==> src/rtl/axi_slave_wr_arbiter.sv <==
// Write-path arbiter for one NOC slave port: round-robin AW sharing between 4 masters,
// W steering in AW-grant order through an index FIFO, and BID-based B routing.
module axi_slave_wr_arbiter #(
  parameter int unsigned ID_W        = 4,
  parameter int unsigned ADDR_W      = 32,
  parameter int unsigned DATA_W      = 64,
  parameter int unsigned WFIFO_DEPTH = 4
) (
  input  logic                     ACLK,
  input  logic                     ARESET,
  // AW, master side
  input  logic [3:0]               m_awvalid,
  output logic [3:0]               m_awready,
  input  logic [4*ID_W-1:0]        m_awid,
  input  logic [4*ADDR_W-1:0]      m_awaddr,
  input  logic [4*8-1:0]           m_awlen,
  // AW, slave side
  output logic                     s_awvalid,
  input  logic                     s_awready,
  output logic [ID_W+1:0]          s_awid,
  output logic [ADDR_W-1:0]        s_awaddr,
  output logic [7:0]               s_awlen,
  // W, master side
  input  logic [3:0]               m_wvalid,
  input  logic [3:0]               m_wlast,
  output logic [3:0]               m_wready,
  input  logic [4*DATA_W-1:0]      m_wdata,
  input  logic [4*(DATA_W/8)-1:0]  m_wstrb,
  // W, slave side
  output logic                     s_wvalid,
  output logic                     s_wlast,
  input  logic                     s_wready,
  output logic [DATA_W-1:0]        s_wdata,
  output logic [DATA_W/8-1:0]      s_wstrb,
  // B, slave side
  input  logic                     s_bvalid,
  output logic                     s_bready,
  input  logic [ID_W+1:0]          s_bid,
  input  logic [1:0]               s_bresp,
  // B, master side
  output logic [3:0]               m_bvalid,
  input  logic [3:0]               m_bready,
  output logic [ID_W-1:0]          m_bid,
  output logic [1:0]               m_bresp
);

  localparam int unsigned STRB_W = DATA_W / 8;
  localparam int unsigned PTR_W  = (WFIFO_DEPTH > 1) ? $clog2(WFIFO_DEPTH) : 1;
  localparam int unsigned CNT_W  = PTR_W + 1;
  localparam logic [CNT_W-1:0] FULL_CNT = CNT_W'(WFIFO_DEPTH);

  typedef enum logic {
    IDLE,
    AW_OUT
  } aw_state_e;

  aw_state_e state_q, state_d;

  logic [ID_W-1:0]   awid_a   [4];
  logic [ADDR_W-1:0] awaddr_a [4];
  logic [7:0]        awlen_a  [4];
  logic [DATA_W-1:0] wdata_a  [4];
  logic [STRB_W-1:0] wstrb_a  [4];

  logic [1:0]        rr_ptr_q;
  logic [1:0]        gnt_idx;
  logic              gnt_found;
  logic              grant;

  logic [ID_W+1:0]   aw_id_q;
  logic [ADDR_W-1:0] aw_addr_q;
  logic [7:0]        aw_len_q;

  logic [1:0]        fifo_mem [WFIFO_DEPTH];
  logic [PTR_W-1:0]  wr_ptr_q, rd_ptr_q;
  logic [CNT_W-1:0]  count_q;
  logic              fifo_empty, fifo_full;
  logic              push, pop;
  logic [1:0]        head;

  logic [1:0]        b_idx;

  always_comb begin
    for (int unsigned i = 0; i < 4; i++) begin
      awid_a[i]   = m_awid[i*ID_W +: ID_W];
      awaddr_a[i] = m_awaddr[i*ADDR_W +: ADDR_W];
      awlen_a[i]  = m_awlen[i*8 +: 8];
      wdata_a[i]  = m_wdata[i*DATA_W +: DATA_W];
      wstrb_a[i]  = m_wstrb[i*STRB_W +: STRB_W];
    end
  end

  // First requester at or after rr_ptr; 2-bit index arithmetic gives the modulo-4 wrap.
  always_comb begin
    gnt_found = 1'b0;
    gnt_idx   = rr_ptr_q;
    for (int unsigned k = 0; k < 4; k++) begin
      if (!gnt_found && m_awvalid[rr_ptr_q + 2'(k)]) begin
        gnt_found = 1'b1;
        gnt_idx   = rr_ptr_q + 2'(k);
      end
    end
  end

  assign fifo_empty = (count_q == '0);
  assign fifo_full  = (count_q == FULL_CNT);
  assign head       = fifo_mem[rd_ptr_q];

  always_comb begin
    state_d   = state_q;
    grant     = 1'b0;
    m_awready = '0;
    unique case (state_q)
      IDLE: begin
        if (gnt_found && !fifo_full) begin
          grant              = 1'b1;
          m_awready[gnt_idx] = 1'b1;
          state_d            = AW_OUT;
        end
      end
      AW_OUT: begin
        if (s_awready) begin
          state_d = IDLE;
        end
      end
    endcase
  end

  always_ff @(posedge ACLK) begin
    if (ARESET) begin
      state_q   <= IDLE;
      rr_ptr_q  <= '0;
      aw_id_q   <= '0;
      aw_addr_q <= '0;
      aw_len_q  <= '0;
    end else begin
      state_q <= state_d;
      if (grant) begin
        rr_ptr_q  <= gnt_idx + 2'd1;
        aw_id_q   <= {gnt_idx, awid_a[gnt_idx]};
        aw_addr_q <= awaddr_a[gnt_idx];
        aw_len_q  <= awlen_a[gnt_idx];
      end
    end
  end

  assign s_awvalid = (state_q == AW_OUT);
  assign s_awid    = aw_id_q;
  assign s_awaddr  = aw_addr_q;
  assign s_awlen   = aw_len_q;

  // Order FIFO of granted master indices; the head owns the slave W channel.
  assign push = grant;
  assign pop  = s_wvalid & s_wready & s_wlast;

  always_ff @(posedge ACLK) begin
    if (push) begin
      fifo_mem[wr_ptr_q] <= gnt_idx;
    end
  end

  always_ff @(posedge ACLK) begin
    if (ARESET) begin
      wr_ptr_q <= '0;
      rd_ptr_q <= '0;
      count_q  <= '0;
    end else begin
      if (push) begin
        wr_ptr_q <= wr_ptr_q + PTR_W'(1);
      end
      if (pop) begin
        rd_ptr_q <= rd_ptr_q + PTR_W'(1);
      end
      unique case ({push, pop})
        2'b10:   count_q <= count_q + CNT_W'(1);
        2'b01:   count_q <= count_q - CNT_W'(1);
        default: count_q <= count_q;
      endcase
    end
  end

  always_comb begin
    m_wready = '0;
    s_wvalid = 1'b0;
    s_wlast  = 1'b0;
    s_wdata  = wdata_a[head];
    s_wstrb  = wstrb_a[head];
    if (!fifo_empty) begin
      s_wvalid       = m_wvalid[head];
      s_wlast        = m_wlast[head];
      m_wready[head] = s_wready;
    end
  end

  assign b_idx = s_bid[ID_W+1:ID_W];

  always_comb begin
    m_bvalid        = '0;
    m_bvalid[b_idx] = s_bvalid;
  end

  assign s_bready = m_bready[b_idx];
  assign m_bid    = s_bid[ID_W-1:0];
  assign m_bresp  = s_bresp;

endmodule

==> config.mk <==
export PLATFORM = sky130hd
export DESIGN_NAME = axi_slave_wr_arbiter
export DESIGN_NICKNAME = d
export VERILOG_FILES = /design/src/rtl/axi_slave_wr_arbiter.sv
export SDC_FILE = /design/constraint.sdc
export NUM_CORES = 1
export LEC_CHECK = 0
export ABC_AREA = 1
export BUFFER_PORTS_ARGS = -buffer_cell sky130_fd_sc_hd__buf_2
export CAP_MARGIN = 20
export CORE_AREA = 8 8 241 243
export CTS_BUF_LIST = sky130_fd_sc_hd__clkbuf_4
export DETAILED_ROUTE_END_ITERATION = 10
export DIE_AREA = 0 0 249 251
export SKIP_LAST_GASP = 1
export SYNTH_ARGS = -nofsm -noshare
export SYNTH_HDL_FRONTEND = slang
export SYNTH_SLANG_ARGS = --single-unit
export TNS_END_PERCENT = 100
==> constraint.sdc <==
create_clock -name ACLK -period 2.2 [get_ports ACLK]
set_clock_uncertainty 0.2 [all_clocks]
set_input_delay 0.33 -clock ACLK [delete_from_list [all_inputs] [get_ports ACLK]]
set_output_delay 0.33 -clock ACLK [all_outputs]
set_load 0.02 [all_outputs]
==> implementation parameters <==
Parameter                              Value

Floorplan
  Number of rows created at floorplan    86
  Die Footprint    62500 um^2
  Effective utilization at floorplan    0.1266
  Die width    249 um
  Area inside the core boundary    54340 um^2
  Die Y    251 um
  I/O pins    633

Placement
  Weighted congestion reported at the end of routability-driven placement    1.017
  Dpl ws    -0.4046 ns
  Detailed placer's ending HPWL    42.02 mm
  Total of buffers placed on input and output ports    620

Clocking
  H-tree levels    3
  Maximum clock insertion buffer count    2
  CTS tree    built
  Cell at the root of the clock tree    sky130_fd_sc_hd__clkbuf_4
  Number of buffers inserted during clock tree synthesis    9
  Clock-pin slew of the registers on the worst-case setup and hold paths    0.13 ns
  Clock net sink count    66
  Worst-skew pair later-pin latency    0.48 ns

GRT
  Number of global-route vias before repair    12081
  First-pass GRT wire length    80.16 mm
  Total grt overflow    0
  GRT Total Usage    0.1685
  Maximum number of pins on one net before global-route repair    61
  Initial antenna violation count    15

Route
  Vias per Instance    4.521
  Routed wire length per instance    22.63 um
  DRC violations left    0
  Post-DRT Antenna Nets    0
  Detailed-routing iteration count for the pre-antenna-repair pass    5
  Number of DRC markers in iteration 0    884
  Wirelength, routed    62.62 mm
  Detailed-route via count    12509

Power and ir drop
  Static Leak    8.417 nW
  Worst IR drop on VDD    808.6 uV
  Power density over the cells    2037 nW/um^2

Worst setup path
  Worst flop-to-flop path startpoint    rr_ptr_q[0]
  Total buffers and inverters traversed by the critical path    7
  Worst Setup Start Kind    flip-flop
  Reg-to-reg slack, setup    -0.72 ns
  Worst flop-to-flop path endpoint    s_awaddr[3]
  Crit end category    primary output
  Last element of the critical path    m_awready[3]
  Arr. time, crit path    2.43 ns
  Endpoint required time on the critical path    1.67 ns
  Path type of the worst setup path    reg -> out
  FF-to-FF path depth    24
  WP depth    16
  Cell with the most instances on the worst path    sky130_fd_sc_hd__buf_6
  Critical Path Source    rr_ptr_q[0]
  Critical path's top delay family    simple AND/OR/NAND/NOR gates
  Top fanout value on the critical path    5
  Slowest stage cell on the critical path    sky130_fd_sc_hd__dfxtp_4
  Largest stage delay on the critical path    0.40 ns
  Worst path cell trace    buf_6 > inv_4 > nand2_1 > nand3_2 > o21ai_4 > inv_2 > nor2_4 > nand3_4 > buf_6 > clkinv_2 > nand2_2 > nand2_4 > ha_4 > inv_2 > nor2_4 > buf_6

Layout
  Share of the core filled with cells    0.2974
  Multi-input gate area in the final layout    5834 um^2
  Number of nets in the layout    2551
  Synth-to-layout area growth    134.8%
  Area occupied by registers    1411 um^2
  Fill cell instance count of the final layout    5750
  Fraction of final layout cells sized beyond drive strength 1    0.5190

Run
  Max-capacitance violation count    0

Hold path
  Worst hold path type    in -> reg

Yosys
  Post-synthesis cell count    1234
  Per-instance average area after synthesis    5.577 um^2
  Sequential share of the synthesized area    0.2036
  Total standard cell area after synthesis    6882 um^2
  Dominant synthesized flop cell    sky130_fd_sc_hd__dfxtp_1
  Seq cells post-synth    66
  Number of nets in the synthesized netlist    1736
  Count of yosys warnings during synthesis    0
  Distinct cell type count of the synthesized netlist    34
  Number of enable flip-flop cells after synthesis    8
  Share of synthesized registers carrying an async set or reset    0

STA
  Total of endpoints with negative setup slack in the final report    150
  Final Hold Fails    0
  Crit path setup slack, layout    -0.7637 ns
  Worst slew pin tran    0.5253 ns
  Final-report max-slew violation count    0
  Min cycle time layout    2.964 ns
  Final hold slack    0.05841 ns
  Setup repair after global routing missed its margin    yes
  Rel. slew slack    0.6498
  Tcrit/Tclk final    1.347
  Top achievable clock speed    337.4 MHz
  Final sum of negative setup slack    -76.98 ns

Run status
  Violated checks    negative setup slack
  Outcome    finished with violations
layer usage:
| metal | part of all wire | up-vias | GRT usage | wire, um |
|---|---|---|---|---|
| met4 | 0.074 | 4 | 0.08950 | 4605 |
| li1 | - | 5767 | - | - |
| met5 | 0.00043 | - | 0 | 27 |
| met2 | 0.50 | 888 | 0.3108 | 31360 |
| met3 | 0.082 | 200 | 0.04802 | 5158 |
| met1 | 0.34 | 5650 | 0.1716 | 21470 |
metrics by stage:
step	cells	total power, W	cell area (um^2)
2_1_floorplan	1234	0.01338	7052
5_1_grt	2767	0.03484	16160
3_5_place_dp	2543	0.02112	11440
6_report	2767	0.03292	16160
4_1_cts	2719	0.02837	14830
3_3_place_gp	2543	0.02112	11440
cells in the final DEF, fill, tap and decap left out, drive strengths merged, types with 2 or more instances in the layout:
master         n
o21bai         2
a22oi         72
nand2        369
ha             8
nand3b         4
clkbuf        30
edfxtp         8
o21ai          9
nor3           7
buf          785
bufinv         2
nor2         112
clkinv         2
nand4          3
bufbuf         3
diode          9
dlygate4sd3  103
dfxtp         58
a21oi         11
inv           90
nand3        370
state kept, by name, summed over array words and instances (netlist names), named ones only:
signal,count
s_awaddr,32
s_awvalid,1
s_awid,6
count_q,3
rr_ptr_q,2
s_awlen,8
fifo_mem,8
rd_ptr_q,2
wr_ptr_q,2
power breakdown:
part	total (W)	leakage, nW	internal (W)	switching, W
sequential	0.00204	0.558	0.00175	0.000283
clock	0.000994	0.0870	0.000459	0.000535
combinational	0.0299	7.77	0.0134	0.0165
total	0.0329	8.42	0.0156	0.0173
cell type report:
class,count,share of cell area
Antenna cell,9,0.001394
Timing Repair Buffer,912,0.4640
Multi-Input combinational cell,972,0.3610
Tap cell,704,0.05451
Clock buffer,9,0.004181
Sequential cell,66,0.08733
Clock inverter,7,0.005652
Inverter,88,0.02191
repair_timing:
action                                  4_1_cts  5_1_grt
endpoints found under the hold margin        42        0
endpoints found under the setup margin      149      149
cloned                                       19       27
gates resized for setup                     351      169
pin swaps                                    98      106
buffers inserted                             44       39
hold buffers                                103        0
kinds of logic (layout without fill, tap and decap cells):
family,after synthesis,count (layout),synth area share
AOI/OAI and AO/OA,96,96,0.1002
xor gates and xnor gates,2,2,0.003637
adders and majority gates,9,9,0.01746
buffers and inverters,196,1016,0.1231
DFF,66,66,0.2036
other,0,9,0
and+or+nand+nor,865,865,0.5520
worst min-delay path, cell delays in order:
cell and delay [ns]:
sky130_fd_sc_hd__buf_2 0.08, sky130_fd_sc_hd__nand2_1 0.05, sky130_fd_sc_hd__nand2_1 0.05, sky130_fd_sc_hd__nand2_1 0.06, sky130_fd_sc_hd__nand3_2 0.07, sky130_fd_sc_hd__nand2_1 0.04, sky130_fd_sc_hd__inv_1 0.04
synth_stat cells, types with 10 or more instances:
cell type | n | area (um^2)
sky130_fd_sc_hd__inv_2 | 10 | 37.54
sky130_fd_sc_hd__buf_2 | 35 | 175.2
sky130_fd_sc_hd__nand2_1 | 362 | 1359
sky130_fd_sc_hd__buf_4 | 10 | 75.07
sky130_fd_sc_hd__nor2_1 | 110 | 412.9
sky130_fd_sc_hd__inv_1 | 77 | 289.0
sky130_fd_sc_hd__a21oi_1 | 11 | 55.05
sky130_fd_sc_hd__nand3_1 | 369 | 1847
sky130_fd_sc_hd__a22oi_1 | 72 | 540.5
sky130_fd_sc_hd__clkbuf_1 | 53 | 198.9
sky130_fd_sc_hd__dfxtp_1 | 58 | 1161
worst min path at each step:
stage,start,to,cells after the start
after floorplan,rd_ptr_q[1],flip-flop,2
after global placement,rd_ptr_q[1],rd_ptr_q[1],2
after detailed placement,rd_ptr_q[1],rd_ptr_q[1],2
after CTS,m_awlen[25],s_awlen[1],7
after global routing,m_awaddr[29],s_awaddr[29],7
final,m_awaddr[74],s_awaddr[10],7
(Power assumes the default switching activity.)
